$ cat src/rtl/ibuf_tech.sv
// Behavioural stand-in for the vendor input buffer cell; swap for the
// technology primitive at implementation time.
module ibuf_tech (
    input  logic i_pad,
    output logic o_data
);

    assign o_data = i_pad;

endmodule

$ cat src/rtl/ibuf_deglitch.sv
// Input pin conditioner: pad buffer, synchroniser, stability filter and
// edge detector for slow external signals such as buttons, straps and IRQs.
module ibuf_deglitch #(
    parameter int   SYNC_STAGES = 2,
    parameter int   CNT_WIDTH   = 16,
    parameter logic RESET_LEVEL = 1'b0
) (
    input  logic                 i_clk,
    input  logic                 i_nrst,
    input  logic                 i_pad,
    input  logic [CNT_WIDTH-1:0] i_filter_cycles,
    output logic                 o_sync,
    output logic                 o_level,
    output logic                 o_rise,
    output logic                 o_fall,
    output logic                 o_busy
);

    typedef enum logic {
        IDLE = 1'b0,
        PEND = 1'b1
    } state_t;

    logic                   pad_buf;
    logic [SYNC_STAGES-1:0] sync_reg;
    logic [SYNC_STAGES-1:0] sync_in;

    state_t                 state_reg, state_next;
    logic [CNT_WIDTH-1:0]   cnt_reg, cnt_next;
    logic                   level_reg, level_next;
    logic                   rise_reg, rise_next;
    logic                   fall_reg, fall_next;
    logic                   s;

    ibuf_tech u_ibuf (
        .i_pad  (i_pad),
        .o_data (pad_buf)
    );

    // Stage gi loads from sync_in[gi]: the pad for stage 0, the previous flop otherwise.
    assign sync_in = {sync_reg[SYNC_STAGES-2:0], pad_buf};

    genvar gi;
    generate
        for (gi = 0; gi < SYNC_STAGES; gi++) begin : g_sync
            always_ff @(posedge i_clk or negedge i_nrst) begin
                if (!i_nrst) begin
                    sync_reg[gi] <= RESET_LEVEL;
                end else begin
                    sync_reg[gi] <= sync_in[gi];
                end
            end
        end
    endgenerate

    assign s = sync_reg[SYNC_STAGES-1];

    always_ff @(posedge i_clk or negedge i_nrst) begin
        if (!i_nrst) begin
            state_reg <= IDLE;
            cnt_reg   <= '0;
            level_reg <= RESET_LEVEL;
            rise_reg  <= 1'b0;
            fall_reg  <= 1'b0;
        end else begin
            state_reg <= state_next;
            cnt_reg   <= cnt_next;
            level_reg <= level_next;
            rise_reg  <= rise_next;
            fall_reg  <= fall_next;
        end
    end

    always_comb begin
        state_next = state_reg;
        cnt_next   = cnt_reg;
        level_next = level_reg;
        rise_next  = 1'b0;
        fall_next  = 1'b0;
        case (state_reg)
            IDLE: begin
                cnt_next = '0;
                if (s != level_reg) begin
                    if (i_filter_cycles == '0) begin
                        level_next = s;
                        rise_next  = s;
                        fall_next  = ~s;
                    end else begin
                        cnt_next   = CNT_WIDTH'(1);
                        state_next = PEND;
                    end
                end
            end
            PEND: begin
                if (s == level_reg) begin
                    cnt_next   = '0;
                    state_next = IDLE;
                end else if (cnt_reg >= i_filter_cycles) begin
                    // >= so a filter value lowered mid-qualification commits at once.
                    level_next = s;
                    rise_next  = s;
                    fall_next  = ~s;
                    cnt_next   = '0;
                    state_next = IDLE;
                end else begin
                    cnt_next = cnt_reg + CNT_WIDTH'(1);
                end
            end
            default: begin
                cnt_next   = '0;
                state_next = IDLE;
            end
        endcase
    end

    assign o_sync  = s;
    assign o_level = level_reg;
    assign o_rise  = rise_reg;
    assign o_fall  = fall_reg;
    assign o_busy  = (state_reg == PEND);

endmodule

$ cat config.mk
export PLATFORM = sky130hd
export DESIGN_NAME = ibuf_deglitch
export DESIGN_NICKNAME = d
export VERILOG_FILES = /design/src/rtl/ibuf_tech.sv /design/src/rtl/ibuf_deglitch.sv
export SDC_FILE = /design/constraint.sdc
export NUM_CORES = 1
export LEC_CHECK = 0
export BUFFER_PORTS_ARGS = -buffer_cell sky130_fd_sc_hd__clkbuf_2
export CORE_ASPECT_RATIO = 0.75
export CORE_MARGIN = 10
export CORE_UTILIZATION = 45
export CTS_CLUSTER_DIAMETER = 150
export CTS_CLUSTER_SIZE = 20
export DETAILED_ROUTE_END_ITERATION = 8
export PLACE_DENSITY = 0.76
export SLEW_MARGIN = 20
export SYNTH_ARGS = -nofsm -noshare
export SYNTH_HDL_FRONTEND = slang
export SYNTH_HIERARCHICAL = 1
export SYNTH_SLANG_ARGS = --single-unit
$ cat constraint.sdc
create_clock -name i_clk -period 2.6 [get_ports i_clk]
set_input_delay 0.13 -clock i_clk [delete_from_list [all_inputs] [get_ports i_clk]]
set_output_delay 0.13 -clock i_clk [all_outputs]
set_load 0.05 [all_outputs]
Word level (Yosys, flattened, before mapping) --
Cells that the tools add are included.
Word-level totals: word-level logic and storage cells 44, register bits after elaboration 22, bits of input ports 19, output and inout port bits 5
Cells by class: muxes and demuxes 25, bitwise operators 2, equal/unequal tests 6, reduce and logical (&&, ||, !) cells 2, $lt $le $gt $ge 1, add/subtract/negate cells 1
Operator list (count):
- 16-bit two-way mux | 2
- 16-bit one-hot mux with 2 select lines | 1
- 1-bit two-way mux | 18
- 16-bit by 1-bit adder with 16-bit output, second input constant | 1
- 16-bit >= comparator | 1
- 16-bit logical NOT | 1
- 1-bit one-hot mux with 2 select lines | 4
- 2-bit != test, second input constant | 3
- 4-bit AND reduction | 1
- 2-bit by 1-bit != test with 1-bit output, second input constant | 1
- 1-bit NOT | 2
- 1-bit == test | 1
- 1-bit != test | 1

Logic depth before layout (Yosys ltp) --
Gate-level depths: netlist of run 1.
depth in word-level cells 4, depth in mapped cells 8

By module --
Netlist of run 1, hierarchy kept.
By module, submodules not included:
- ibuf_deglitch | area an instance 1411.4 um^2, times used 1, seq. area each 550.5 um^2, cells an instance 150
- ibuf_tech | area an instance 7.5 um^2, times used 1, seq. area each 0.0 um^2, cells an instance 1

Worst setup path after synthesis of run 1 --
No wires, ideal clock.
path kind register to register, from register cnt_reg[13], to register level_reg, in the netlist o_level, required time 2472 ps, cell stages (with the launch flop) 7, path buffers 0, data arrival time 1774 ps, path slack 699 ps, cell sequence dfrtp_1 ha_1 nand4_2 nor4_2 a22oi_2 a21oi_2 mux2_1
On the way: cells in the longest elaborated chain, start to end 3
Ends and longest elaborated chain:
- from (decl) | RTL line ibuf_deglitch.sv:29 | logic [CNT_WIDTH-1:0] cnt_reg, cnt_next;
- from (signal assigned) | RTL line ibuf_deglitch.sv:67 | cnt_reg <= cnt_next;
- 16-bit >= comparator | RTL line ibuf_deglitch.sv:98 | end else if (cnt_reg >= i_filter_cycles) begin
- 2-bit by 1-bit != test with 1-bit output (no line)
- 4-bit AND reduction (no line)
- to (signal assigned) | RTL line ibuf_deglitch.sv:68 | level_reg <= level_next;
- to (decl) | RTL line ibuf_deglitch.sv:30 | logic level_reg, level_next;
No other way between the ends. A chain may end at the register's enable or synchronous reset.

Final worst setup path of run 1 --
Same ends and word-level chain as after synthesis.

==> results of run 1 <==
## through the flow
step | hold slack (ps) | setup slack [ps] | cells
after floorplan | -166 | 699 | 151
after global placement | 130 | 632 | 210
after detailed placement | 146 | 569 | 210
after CTS | 360 | 558 | 216
after global routing | 370 | 380 | 216
final | 356 | 574 | 216
## where the power goes
part | total (W) | leakage, nW | internal, W | switching [W]
registers | 0.000410 | 0.297 | 0.000379 | 0.0000310
logic | 0.000327 | 0.497 | 0.000104 | 0.000223
clock network | 0.000248 | 0.0288 | 0.000135 | 0.000113
total | 0.000985 | 0.822 | 0.000618 | 0.000367
## worst max-delay path: cells and delay by family, from the launching register on
| family | cells | cell delay [ps] |
|---|---|---|
| and+or+nand+nor | 2 | 490 |
| DFF | 1 | 410 |
| AOI/OAI and AO/OA | 2 | 360 |
| muxes | 1 | 330 |
| adders and majority gates | 1 | 320 |
## cells by family (layout without fill, tap and decap cells)
kind of cell	count (synthesis)	after routing	synth area share, %
AO/OA/AOI/OAI	15	15	6.88
XOR/XNOR	15	15	9.26
adder cells (fa/ha/maj)	17	17	15.0
buffers and inverters	24	51	6.88
flip-flops	22	22	38.8
multiplexers	1	1	0.794
AND/OR/NAND/NOR	57	57	22.4
## final timing paths
kind | startpoint | to | slack [ps] | cells past startpoint
min | sync_in[1] | o_sync | 360 | 0
min reg2reg | sync_in[1] | o_sync | 360 | 0
max | cnt_reg[13] | o_level | 570 | 6
max in group asynchronous | i_nrst | cnt_reg[14] | 1850 | 2
max reg2reg | cnt_reg[13] | o_level | 570 | 6
min in group asynchronous | i_nrst | cnt_reg[0] | 380 | 2
## area by class of cell
type,count,area (µm²)
clock buffers,4,55.1
fillers,275,1340
repair buffers,25,135
inverters,22,82.6
flip-flops and latches,22,551
well taps,38,47.5
multi-input cells,105,771
## placed cells by master, fill, tap and decap left out
cell type,Yosys,layout
nand3_1,4,4
mux2_1,1,1
a211oi_1,1,1
and3b_1,2,2
dfrtp_1,22,22
and3_1,2,2
o21ai_0,6,6
dlygate4sd3_1,0,2
a41oi_1,2,2
nor3_2,1,1
nor2b_1,1,1
nand4_2,1,1
ha_1,17,17
nand4_1,8,8
a21oi_1,3,3
nor3b_1,1,1
xnor2_1,6,6
a31oi_1,1,1
and2_1,3,3
a22oi_2,1,1
clkbuf_8,0,4
nor4_1,4,4
clkbuf_2,0,23
nor2_1,22,22
a21oi_2,1,1
nor4_2,2,2
nand3b_2,1,1
nand2_1,5,5
inv_1,22,22
xor2_1,9,9
## per-layer routing
layer | vias up | track usage, %
li1 | 570 | -
met1 | 532 | 13.3
met2 | 28 | 19.0
met3 | 4 | 4.22
met4 | 0 | 2.46
met5 | - | 0
## synthesized netlist by cell type, types with 2 or more instances
library cell	number	area, µm²
nand3_1	4	20.0
nor4_1	4	25.0
nand4_1	8	50.1
a41oi_1	2	17.5
o21ai_0	6	30.0
nor2_1	22	82.6
and3b_1	2	17.5
buf_4	2	15.0
xnor2_1	6	52.6
a21oi_1	3	15.0
dfrtp_1	22	551
nor4_2	2	25.0
and2_1	3	18.8
ha_1	17	213
xor2_1	9	78.8
and3_1	2	12.5
inv_1	22	82.6
nand2_1	5	18.8
==> reports/qor.yml, run 1 <==
floorplanning:
  core_area_um2: 2980
  die_width_um: 84.8
  io_pins: 24
  initial_utilization_pct: 47.6
  num_rows: 17
  die_y_um: 68.6
  die_area_um2: 5820
logic_synthesis:
  synth_area_per_cell_um2: 9.40
  ys.warnings.count: 6
  syn_inst: 151
  synth_async_sr_flop_share_pct: 100
  synth_edf_count: 0
  synth-seq-cells: 22
  seq_area_frac_synth_pct: 38.8
  netlist_area_um2: 1420
  synth_cell_types: 28
  ys.flop_type: "dfrtp_1"
  syn_nets: 187
drt:
  drtIter0Drc: 68
  detail-route-antenna-nets: 0
  vias: 1134
  wl_um: 3130
  top_layer_used: "met4"
  vias_per_cell: 5.25
  wl_met2_um: 1460
  drtPass1Iterations: 4
  drc: 0
  met3_length_um: 243
  m1WireLength_um: 1410
  wl_per_cell_um: 14.5
final_layout:
  finalInstanceArea_um2: 1640
  fin_nets: 215
  area_delta_synth_final_pct: 15.7
  antennaDiodeCount: 0
  largest_reg_flops: 16
  drive_gt1_share_pct: 19.1
  utilization_pct: 55.1
critical_path:
  worstSetupPathType: "reg -> reg"
  end_kind: "flip-flop"
  critical-path-max-stage-delay_ps: 410
  worstPathRequired_ps: 2750
  crit_chain: "ha_1, nand4_2, nor4_2, a22oi_2, a21oi_2, mux2_1"
  worstPathArrival_ps: 2180
  cp_max_fo: 4
  start_kind: "flip-flop"
  critPathSlowestCell: "dfrtp_1"
placement:
  place_area_um2: 1570
  port_buffers: 23
  place_congestion: 0.810
  dp_hpwl_um: 2540
status:
  status: "completed"
timing:
  finalMaxSlewViolations: 0
  clock_skew_ps: 1.00
  setup-tns-final_ps: 0
  max_freq_ghz: 0.494
  rsz0062_at_grt: "false"
  worstMarginPinSlew_ps: 551
  period_minus_slack_ps: 2030
  period_share_pct: 77.9
  relSlewSlack_pct: 63.3
  setup_violations: 0
  finalHoldViolations: 0
cts:
  max-clock-path-buffers: 2
  root_buffer: "clkbuf_8"
  cts_sinks: 22
  cts_resized: 0
  cts_made_buffers: 3
  clock_latency_ps: 260
  post_cts_buffers: 0
  postCtsHoldBufs: 2
  cts-htree-levels: 1
  clkTransAtPathRegs_ps: 80
  tritoncts: "built"
grt:
  grt_pass1_vias: 1143
  grtUsageTotal_pct: 11.2
  gr-total-overflow: 0
  grt_pass1_wl_um: 5260
  antenna_found_initial: 0
  grt_start_max_net_pins: 23
worst_hold_path:
  worst_hold_path_type: "reg -> reg"
run:
  drv_cap: 0
power:
  ir_drop_uv: 519
  report.power.total_w: 0.000985
  pwr_density_cell_nw_per_um2: 600
  p_leak_nw: 0.822
Power figures use the tool's default switching activity.
==> inputs of run 2 (changes only) <==
clock period = 2 ns   (was 2.6 ns; I/O delays follow)
==> run 2 against run 1 <==
Effect of this change: final area rose by 6.2%; non-clock buffer count grew 8; first-iteration DRC count decreased by 22%; critical path type unchanged; largest cell class unchanged.
==> reports/qor.yml, run 2 (synthesized netlist as in run 1, its figures left out) <==
status:
  status: "completed"  # unchanged
final_layout:
  final_cell_mix: "clkbuf_2, inv_1, nor2_1, dfrtp_1, ha_1"  # unchanged
  antennaDiodeCount: 0  # unchanged
  utilization_pct: 58.5  # was 55.1%
  regArea_um2: 552  # was 551 µm²
  largest_reg_flops: 16  # unchanged
  fin_nets: 223  # was 215
  multiInputGateArea_um2: 811  # was 771 µm²
  area_delta_synth_final_pct: 22.8  # was 15.7%
  n_fill_cell: 263  # was 275
  final_common_cell: "clkbuf_2"  # unchanged
  drive_gt1_share_pct: 25.3  # was 19.1%
critical_path:
  worstPathRequired_ps: 2160  # was 2750 ps
  cp_max_fo: 3  # was 4
  critical-path-max-stage-delay_ps: 420  # was 410 ps
  worstSetupPathType: "reg -> reg"  # unchanged
  cp_top_family: "simple AND/OR/NAND/NOR gates"  # unchanged
  cp.buffers_inverters: 0  # unchanged
  crit_chain: "ha_4, nand4_1, nor4_2, a22oi_2, a21oi_2, mux2_4"  # was ha_1, nand4_2, nor4_2, a22oi_2, a21oi_2, mux2_1
  critPathSlowestCell: "dfrtp_1"  # unchanged
  worstPathArrival_ps: 2110  # was 2180 ps
  start_kind: "flip-flop"  # unchanged
  end_kind: "flip-flop"  # unchanged
floorplanning:
  num_rows: 17  # unchanged
  initial_utilization_pct: 47.6  # unchanged
  core_area_um2: 2980  # unchanged
  die_width_um: 84.8  # unchanged
  die_area_um2: 5820  # unchanged
  die_y_um: 68.6  # unchanged
  io_pins: 24  # unchanged
cts:
  cts_sinks: 22  # unchanged
  clkTransAtPathRegs_ps: 80  # about the same
  cts-htree-levels: 1  # unchanged
  root_buffer: "clkbuf_8"  # unchanged
  tritoncts: "built"  # unchanged
  clock_latency_ps: 270  # was 260 ps
  max-clock-path-buffers: 2  # unchanged
  cts_made_buffers: 3  # unchanged
drt:
  m1WireLength_um: 1600  # was 1410 µm
  drtIter0Drc: 53  # was 68
  vias: 1202  # was 1,134
  top_layer_used: "met4"  # unchanged
  drtPass1Iterations: 4  # unchanged
  met3_length_um: 189  # was 243 µm
  vias_per_cell: 5.37  # was 5.25
  drc: 0  # unchanged
  wl_um: 3450  # was 3130 µm
  detail-route-antenna-nets: 0  # unchanged
  wl_per_cell_um: 15.4  # was 14.5 µm
  wl_met2_um: 1650  # was 1460 µm
grt:
  grt_start_max_net_pins: 23  # unchanged
  grt_pass1_wl_um: 5510  # was 5260 µm
  grtUsageTotal_pct: 11.8  # was 11.2%
  grt_pass1_vias: 1173  # was 1,143
  gr-total-overflow: 0  # unchanged
  antenna_found_initial: 0  # unchanged
timing:
  relSlewSlack_pct: 63.5  # was 63.3%
  worstMarginPinSlew_ps: 547  # was 551 ps
  period_minus_slack_ps: 1950  # was 2030 ps
  rsz0062_at_grt: "true"  # was false
  max_freq_ghz: 0.512  # was 0.494 GHz
  clock_skew_ps: 1.76  # was 1.00 ps
  setup_ws_ps: 48.3  # was 574 ps
  finalMaxSlewViolations: 0  # unchanged
  period_share_pct: 97.6  # was 77.9%
  setup_violations: 0  # unchanged
  finalHoldViolations: 0  # unchanged
placement:
  place_congestion: 0.819  # was 0.810
  dpl_worst_slack_ps: 20.2  # was 569 ps
  dp_hpwl_um: 2700  # was 2540 µm
  port_buffers: 23  # unchanged
power:
  pwr_density_cell_nw_per_um2: 767  # was 600 nW/µm²
  ir_drop_uv: 576  # was 519 µV
  p_leak_nw: 0.865  # was 0.822 nW
run:
  drv_cap: 0  # unchanged
worst_hold_path:
  worst_hold_path_type: "in -> async"  # was reg -> reg
run 2: layout make-up:
class,instances,area share (%)
timing repair buffer,33,11.2
inverter,22,4.74
multi-input combinational,105,46.5
sequential,22,31.7
tap,38,2.73
clock buffer,4,3.16
run 2: metrics by stage:
stage	total power (W)	setup TNS, ps	hold WS (ps)	cells	instance area (µm²)
2_1_floorplan	0.000854	0	-196	151	1420
3_3_place_gp	0.000971	0	103	213	1590
3_5_place_dp	0.000986	0	106	213	1590
4_1_cts	0.00131	0	354	219	1660
5_1_grt	0.00140	-49.4	373	224	1740
6_report	0.00134	0	338	224	1740
run 2: report_power, final:
group          internal (W)  leakage (nW)  total, W  switching, W
Sequential         0.000492         0.295  0.000531     0.0000391
Clock              0.000176        0.0288  0.000322      0.000146
Combinational      0.000168         0.542  0.000484      0.000316
run 2: timing repair:
action	CTS	global route
hold buffers	2	0
resized for setup	0	6
hold endpoints to repair	23	0
setup endpoints to repair	0	16
buffers inserted	0	5
run 2: worst paths after layout:
path	from	to	slack [ps]	depth (start not counted)
max	cnt_reg[10]	o_level	50	6
min	i_nrst	cnt_reg[2]	340	2
max reg2reg	cnt_reg[10]	o_level	50	6
min reg2reg	sync_in[1]	o_sync	350	0
max in group asynchronous	i_nrst	cnt_reg[9]	1260	2
min in group i_clk	sync_in[1]	o_sync	350	0
run 2: layer usage:
layer	global-route usage [%]	vias up
met2	20.8	25
met4	2.05	0
met1	13.6	592
li1	-	583
met3	4.68	2
met5	0	-
